$ cat src/rtl/gcd_engine.sv
// Handshaked GCD engine: binary (Stein) or subtractive (Euclid) reduction selected per job,
// with a saturating count of the compute cycles each job used.
module gcd_engine #(
   parameter int WIDTH = 16,
   parameter int CYC_W = 16
) (
   input  logic             clk_i,
   input  logic             nreset_i,
   input  logic             in_valid_i,
   output logic             in_ready_o,
   input  logic [WIDTH-1:0] operand_a_i,
   input  logic [WIDTH-1:0] operand_b_i,
   input  logic             mode_i,
   output logic             out_valid_o,
   input  logic             out_ready_i,
   output logic [WIDTH-1:0] gcd_o,
   output logic [CYC_W-1:0] cycles_o
);

   localparam int K_W = $clog2(WIDTH + 1);

   typedef enum logic [2:0] {
      S_IDLE   = 3'd0,
      S_STRIP  = 3'd1,
      S_REDUCE = 3'd2,
      S_SUB    = 3'd3,
      S_DONE   = 3'd4
   } state_t;

   state_t           state_r, state_nxt_s;
   logic [WIDTH-1:0] a_r, a_nxt_s;
   logic [WIDTH-1:0] b_r, b_nxt_s;
   logic [K_W-1:0]   k_r, k_nxt_s;
   logic [CYC_W-1:0] cnt_r, cnt_nxt_s, cnt_inc_s;
   logic [WIDTH-1:0] gcd_r, gcd_nxt_s;
   logic [CYC_W-1:0] cyc_r, cyc_nxt_s;
   logic             in_ready_r;
   logic             out_valid_r;
   logic [WIDTH-1:0] diff_ab_s;
   logic [WIDTH-1:0] diff_ba_s;
   logic             a_gt_b_s;
   logic             a_eq_b_s;

   // Shared arithmetic: the difference is only ever consumed larger-minus-smaller.
   always_comb begin
      diff_ab_s = a_r - b_r;
      diff_ba_s = b_r - a_r;
      a_gt_b_s  = (a_r > b_r);
      a_eq_b_s  = (a_r == b_r);
      if (cnt_r == {CYC_W{1'b1}}) begin
         cnt_inc_s = cnt_r;
      end else begin
         cnt_inc_s = cnt_r + {{(CYC_W-1){1'b0}}, 1'b1};
      end
   end

   // Next-state and datapath update for every state.
   always_comb begin
      state_nxt_s = state_r;
      a_nxt_s     = a_r;
      b_nxt_s     = b_r;
      k_nxt_s     = k_r;
      cnt_nxt_s   = cnt_r;
      gcd_nxt_s   = gcd_r;
      cyc_nxt_s   = cyc_r;
      case (state_r)
         S_IDLE: begin
            if (in_valid_i) begin
               a_nxt_s   = operand_a_i;
               b_nxt_s   = operand_b_i;
               k_nxt_s   = {K_W{1'b0}};
               cnt_nxt_s = {CYC_W{1'b0}};
               if (~|operand_a_i || ~|operand_b_i) begin
                  gcd_nxt_s   = operand_a_i | operand_b_i;
                  cyc_nxt_s   = {CYC_W{1'b0}};
                  state_nxt_s = S_DONE;
               end else if (mode_i) begin
                  state_nxt_s = S_SUB;
               end else begin
                  state_nxt_s = S_STRIP;
               end
            end else begin
               state_nxt_s = S_IDLE;
            end
         end
         S_STRIP: begin
            cnt_nxt_s = cnt_inc_s;
            if (!a_r[0] && !b_r[0]) begin
               a_nxt_s = {1'b0, a_r[WIDTH-1:1]};
               b_nxt_s = {1'b0, b_r[WIDTH-1:1]};
               k_nxt_s = k_r + {{(K_W-1){1'b0}}, 1'b1};
            end else begin
               state_nxt_s = S_REDUCE;
            end
         end
         S_REDUCE: begin
            cnt_nxt_s = cnt_inc_s;
            if (a_eq_b_s) begin
               // Restore the common power of two removed while stripping.
               gcd_nxt_s   = a_r << k_r;
               cyc_nxt_s   = cnt_inc_s;
               state_nxt_s = S_DONE;
            end else if (!a_r[0]) begin
               a_nxt_s = {1'b0, a_r[WIDTH-1:1]};
            end else if (!b_r[0]) begin
               b_nxt_s = {1'b0, b_r[WIDTH-1:1]};
            end else if (a_gt_b_s) begin
               a_nxt_s = {1'b0, diff_ab_s[WIDTH-1:1]};
            end else begin
               b_nxt_s = {1'b0, diff_ba_s[WIDTH-1:1]};
            end
         end
         S_SUB: begin
            cnt_nxt_s = cnt_inc_s;
            if (a_eq_b_s) begin
               gcd_nxt_s   = a_r;
               cyc_nxt_s   = cnt_inc_s;
               state_nxt_s = S_DONE;
            end else if (a_gt_b_s) begin
               a_nxt_s = diff_ab_s;
            end else begin
               b_nxt_s = diff_ba_s;
            end
         end
         S_DONE: begin
            if (out_ready_i) begin
               state_nxt_s = S_IDLE;
            end else begin
               state_nxt_s = S_DONE;
            end
         end
         default: begin
            state_nxt_s = S_IDLE;
         end
      endcase
   end

   // State, datapath and registered handshake outputs.
   always_ff @(posedge clk_i or negedge nreset_i) begin
      if (!nreset_i) begin
         state_r     <= S_IDLE;
         a_r         <= {WIDTH{1'b0}};
         b_r         <= {WIDTH{1'b0}};
         k_r         <= {K_W{1'b0}};
         cnt_r       <= {CYC_W{1'b0}};
         gcd_r       <= {WIDTH{1'b0}};
         cyc_r       <= {CYC_W{1'b0}};
         in_ready_r  <= 1'b1;
         out_valid_r <= 1'b0;
      end else begin
         state_r     <= state_nxt_s;
         a_r         <= a_nxt_s;
         b_r         <= b_nxt_s;
         k_r         <= k_nxt_s;
         cnt_r       <= cnt_nxt_s;
         gcd_r       <= gcd_nxt_s;
         cyc_r       <= cyc_nxt_s;
         in_ready_r  <= (state_nxt_s == S_IDLE);
         out_valid_r <= (state_nxt_s == S_DONE);
      end
   end

   assign in_ready_o  = in_ready_r;
   assign out_valid_o = out_valid_r;
   assign gcd_o       = gcd_r;
   assign cycles_o    = cyc_r;

endmodule

$ cat config.mk
export PLATFORM = sky130hd
export DESIGN_NAME = gcd_engine
export DESIGN_NICKNAME = d
export VERILOG_FILES = /design/src/rtl/gcd_engine.sv
export SDC_FILE = /design/constraint.sdc
export NUM_CORES = 1
export LEC_CHECK = 0
export ABC_AREA = 1
export CELL_PAD_IN_SITES_DETAIL_PLACEMENT = 1
export CELL_PAD_IN_SITES_GLOBAL_PLACEMENT = 1
export CORE_ASPECT_RATIO = 1.75
export CORE_MARGIN = 2
export CORE_UTILIZATION = 45
export CTS_BUF_LIST = sky130_fd_sc_hd__clkbuf_16
export CTS_CLUSTER_DIAMETER = 100
export DETAILED_ROUTE_END_ITERATION = 10
export PLACE_DENSITY_LB_ADDON = 0.25
export SETUP_SLACK_MARGIN = 0.2
export SKIP_LAST_GASP = 1
export SYNTH_ARGS = -nofsm -noshare
export SYNTH_HDL_FRONTEND = slang
export SYNTH_SLANG_ARGS = --single-unit
$ cat constraint.sdc
create_clock -name clk_i -period 5.25 [get_ports clk_i]
set_input_delay 0.525 -clock clk_i [delete_from_list [all_inputs] [get_ports clk_i]]
set_output_delay 0.525 -clock clk_i [all_outputs]
set_load 0.01 [all_outputs]
## Yosys cells after proc, flatten, opt, wreduce, memory -nomap -nowiden

Cells that the tools add are included.

- Register bits: 90
- Input bits: 37
- Output and inout port bits: 34
- Logic and storage cells: 104

- Add/subtract/negate cells: 4
- Magnitude comparators: 1
- Equal/unequal tests: 21
- Shift-type cells: 1
- Mux-type cells: 40
- Bitwise logic cells: 1
- Reduce and logical (&&, ||, !) cells: 25

Operators with widths:

| cell | count |
|---|---|
| 2-to-1 mux 16 bit | 25 |
| case mux 16 bit (4 select lines) | 2 |
| case mux 16 bit (2 select lines) | 2 |
| case mux 16 bit (3 select lines) | 1 |
| OR reduction 16 bit | 2 |
| subtractor 16 bit | 2 |
| inequality test 2 bit (second input constant) | 10 |
| adder 16 x 1 -> 16 bit (second input constant) | 1 |
| equality test 16 bit | 1 |
| equality test 16 bit (second input constant) | 1 |
| > comparator 16 bit | 1 |
| bitwise OR 16 bit | 1 |
| AND reduction 8 bit | 2 |
| << shifter 16 x 5 -> 16 bit | 1 |
| 2-to-1 mux 3 bit | 5 |
| case mux 3 bit (4 select lines) | 1 |
| 2-to-1 mux 5 bit | 2 |
| case mux 5 bit (2 select lines) | 1 |
| inequality test 3 bit (second input constant) | 3 |
| AND reduction 7 bit | 1 |
| equality test 3 x 2 -> 1 bit (second input constant) | 2 |
| equality test 3 bit (second input constant) | 2 |
| zero test 3 bit | 2 |
| AND reduction 6 bit | 1 |
| other kinds (16) | 21 |

## Longest topological paths before layout

- Word-level depth: 7
- Depth in mapped cells: 19
- Mapped depth without buffers: 18

## Worst setup path before layout

No wires, ideal clock.

- Kind: reg2reg
- From: reg b_r[0]
- To: reg b_r[14]
- Setup time: 116 ps
- Arrival: 2,331 ps
- Data required time: 5,134 ps
- Setup slack: 2,802 ps
- Stages on the path, launching flop included: 15
- Buffers on the path: 2
- Period minus slack after synthesis: 2,448 ps
- Path through: dfrtp_1 clkinv_1 clkbuf_1 ha_1 nor2_1 nand3_1 nor2_1 nand2_1 nand2_1 nor2_2 nand3_4 buf_6 nor2_1 nand2_1 nand2_1

- Word-level cells in the longest chain between the ends: 6
- Elaborated cells on any way between the ends: 18
- Those cells by class: add/sub: 1; order compare: 1; eq/ne: 6; mux: 7; reduce/logical: 3

RTL lines:

| what | RTL line | source |
|---|---|---|
| start, declared | 32 | `logic [WIDTH-1:0] b_r, b_nxt_s;` |
| start signal, assigned | 143 | `b_r <= {WIDTH{1'b0}};` |
| start signal, assigned | 153 | `b_r <= b_nxt_s;` |
| subtractor 16 bit | 47 | `diff_ba_s = b_r - a_r;` |
| 2-to-1 mux 16 bit | 107 | `end else if (a_gt_b_s) begin` |
| 2-to-1 mux 16 bit | 105 | `end else if (!b_r[0]) begin` |
| 2-to-1 mux 16 bit | 103 | `end else if (!a_r[0]) begin` |
| 2-to-1 mux 16 bit | 98 | `if (a_eq_b_s) begin` |
| case mux 16 bit (4 select lines) | 66 | `case (state_r)` |

Parallel ways exist; a longest one is shown, timed or not. The select of a mux whose other input is x is not followed.
A chain may end at the register's enable or synchronous reset.

## Worst setup path in the final report

- From: reg b_r[0]
- To: reg b_r[12]

Same word-level chain as after synthesis.

==> impl_metrics.json <==
{
  "relSlewSlack_pct": 25.1,
  "cts_setup_buffers": 0,
  "cts_root_buffer": "clkbuf_16",
  "skew_ps": 5.86,
  "drtAntennaViolNets": 0,
  "fp.dieH_um": 181,
  "clkTransAtPathRegs_ps": 70,
  "rsz0062_at_grt": "no",
  "fin_crit_sh_pct": 65.1,
  "crit_chain": "clkinv_1, ha_1, nor2_1, nand4_4, a21oi_1, nand2_1, nand2_1, nand2_1, nand2_1, nand2_1, nand2_1",
  "hp-class": "in2async",
  "tightestPinTransition_ps": 1120,
  "arrival_ps": 3710,
  "drtIter0Drc": 490,
  "num_vias": 8748,
  "p_sw_share_pct": 59.2,
  "pwr-share-comb_pct": 72.7,
  "drive_gt1_share_pct": 5.44,
  "synth_mux_area_share_pct": 0.499,
  "synth-seq-area-share_pct": 28.1,
  "drcViolationCount": 0,
  "cts_max_level": 3,
  "rr_startpoint": "b_r[0]",
  "antenna_found_initial": 0,
  "place_hpwl_um": 27200,
  "crit_type": "reg2reg",
  "core_area_um2": 17500,
  "critPathBufInv": 1,
  "overflow": 0,
  "p_switching_uw": 4140,
  "boundaryPins": 71,
  "place_ws_ps": 1860,
  "rows": 64,
  "max_stage_delay_ps": 800,
  "clk_latency_ps": 350,
  "p_leak_uw": 0.00465,
  "setup_tns_ps": 0,
  "postCtsHoldBufs": 0,
  "die_w_um": 105,
  "synth_seq_cells": 90,
  "synth_edf_count": 0,
  "layout_commonest_cell": "nand2_1",
  "clockPowerShare_pct": 9.7,
  "grt_usage_pct": 35.9,
  "power_frac_seq_pct": 17.6,
  "final_util_pct": 52.5,
  "fin_ws_ps": 1830,
  "r2r_slack_ps": 1830,
  "hold_violations": 0,
  "ys.flop_type": "dfrtp_1",
  "endpoint": "b_r[12]",
  "status": "finished clean",
  "post_drt_wl_per_cell_um": 21.4,
  "post_synth_and_or_nand_nor_area_fraction_pct": 36.2,
  "syn_area_um2": 8020,
  "stdcell_area_um2": 9160,
  "worstSetupStartpointType": "flip-flop",
  "synthAdderAreaFrac_pct": 5.96,
  "synth_top_family_by_area": "simple AND/OR/NAND/NOR gates",
  "synth_top_area_share_pct": 27.8,
  "cp_num_cells": 11,
  "grt_pass1_wl_um": 52200,
  "place_congestion": 0.999,
  "crit_path_frequent_cell": "nand2_1",
  "maxCapViolCount": 0,
  "first_pass_iters": 5,
  "die-area_um2": 19000,
  "netlist_instances": 1273,
  "viasPerCell": 5.63,
  "slew_viol_final": 0,
  "cts_tree": "built",
  "post_cts_resized": 0,
  "clock_path_buffers": 2,
  "finalCriticalPeriod_ps": 3420,
  "routed_wl_um": 33300,
  "crit_family": "simple AND/OR/NAND/NOR gates",
  "placed_area_um2": 8860,
  "netlist-cell-type-count": 56,
  "startpoint": "b_r[0]",
  "layout_common_cells": "nand2_1 (441), inv_1 (169), o21ai_0 (112), nor2_1 (101), dfrtp_1 (89)",
  "grt_max_degree": 62,
  "netlist_top_cells_area": "dfrtp_1 (28%), nand2_1 (21%), inv_1 (7.9%)",
  "crit_required_ps": 5540,
  "reg2regPathDepth": 11,
  "r2r_end": "b_r[12]",
  "crit_slowest_cell": "a21oi_1",
  "port_buffers": 70,
  "tritoncts.num_buffers": 9,
  "fillers": 2433,
  "peakVddDrop_uv": 471,
  "synth_area_leader_cell": "dfrtp_1",
  "async_reset_ff_share_pct": 100,
  "yosysWarnings": 0,
  "max_freq_mhz": 293,
  "synth_area_per_cell_um2": 6.30,
  "fin_nets": 1392,
  "crit_path_max_fanout": 20,
  "power_density_nw_per_um2": 763,
  "area_delta_synth_final_pct": 14.1,
  "synth_compound_area_share_pct": 16.3,
  "setup_viol": 0,
  "start_util_pct": 46.0,
  "synthXorXnorAreaFrac_pct": 2.29,
  "diodes": 0,
  "cts_sinks": 90,
  "intPower_uw": 2850,
  "grt_pass1_vias": 9449,
  "cp-end-kind": "flip-flop",
  "syn-num-nets": 1347
}
state kept, by name (all words and copies together), names as in the netlist:
signal / count
a_r: 16
b_r: 16
cnt_r: 16
cycles_o: 16
gcd_o: 16
in_ready_o: 1
k_r: 5
out_valid_o: 1
state_r: 3
worst min-delay path by stage:
stage | startpoint | endpoint | slack [ps] | cells after the start
after floorplan | nreset_i | a_r[0] | 230 | 0
final | nreset_i | cycles_o[2] | 100 | 1
after detailed placement | gcd_o[0] | gcd_o[0] | 470 | 2
after global routing | nreset_i | cnt_r[4] | 120 | 1
after global placement | cycles_o[13] | cycles_o[13] | 460 | 2
after CTS | nreset_i | cnt_r[4] | 100 | 1
Yosys cell counts (5+ instances only):
cell type	count
a22o_1	9
nand4_1	18
nor3_1	7
ha_1	35
nor2_4	5
nor4_1	6
xnor2_1	5
clkbuf_1	23
o211ai_1	11
inv_1	169
a21oi_1	61
nand2_4	6
o22ai_1	7
xor2_1	16
nand2_1	441
nor2_1	102
nand2_2	7
buf_2	13
nor2_2	10
o21ai_0	112
dfrtp_1	89
o21bai_1	6
or2_2	6
nand3_1	58
per-layer routing:
layer / vias to the layer above / routed length, um / GRT usage [%] / part of all wire [%]
li1: 4153 / - / - / -
met1: 4241 / 11900 / 36.5 / 36
met2: 243 / 17700 / 67.1 / 53
met3: 111 / 1080 / 3.29 / 3.2
met4: 0 / 2580 / 25.9 / 7.7
met5: - / 0 / 0 / 0
cells by family after synthesis:
group,after synthesis
AND/OR/NAND/NOR,676
flip-flops,90
AO/OA/AOI/OAI,229
XOR/XNOR,21
adder cells (fa/ha/maj),37
multiplexers,4
buffers and inverters,216
cell type report:
class,instances,area [um^2],area share [%]
multi-input combinational,967,4920,53.7
sequential,90,2250,24.6
timing repair buffer,76,743,8.12
inverter,174,654,7.15
tap,231,289,3.16
clock buffer,9,225,2.46
clock inverter,7,75.1,0.820
power by group through the flow:
stage	sequential (uW)	combinational (uW)	clock [uW]
2_1_floorplan	1100	3650	0
3_3_place_gp	1220	4870	0
3_5_place_dp	1230	5010	0
4_1_cts	1220	5050	685
5_1_grt	1260	5680	704
6_report	1230	5080	681
per-stage QoR:
step                total power [uW]  hold slack (ps)  instances
floorplan                       4760              229       1273
global placement                6090              465       1538
detailed placement              6240              472       1538
CTS                             6950              100       1554
global route                    7640              118       1554
finish                          6990             97.3       1554
worst reg2reg max path, cell delays in order, from the launching register on:
cell and delay [ps]:
dfrtp_1 420, clkinv_1 590, ha_1 590, nor2_1 240, nand4_4 230, a21oi_1 800
nand2_1 120, nand2_1 110, nand2_1 60, nand2_1 90, nand2_1 40, nand2_1 50
(Power assumes the default switching activity.)
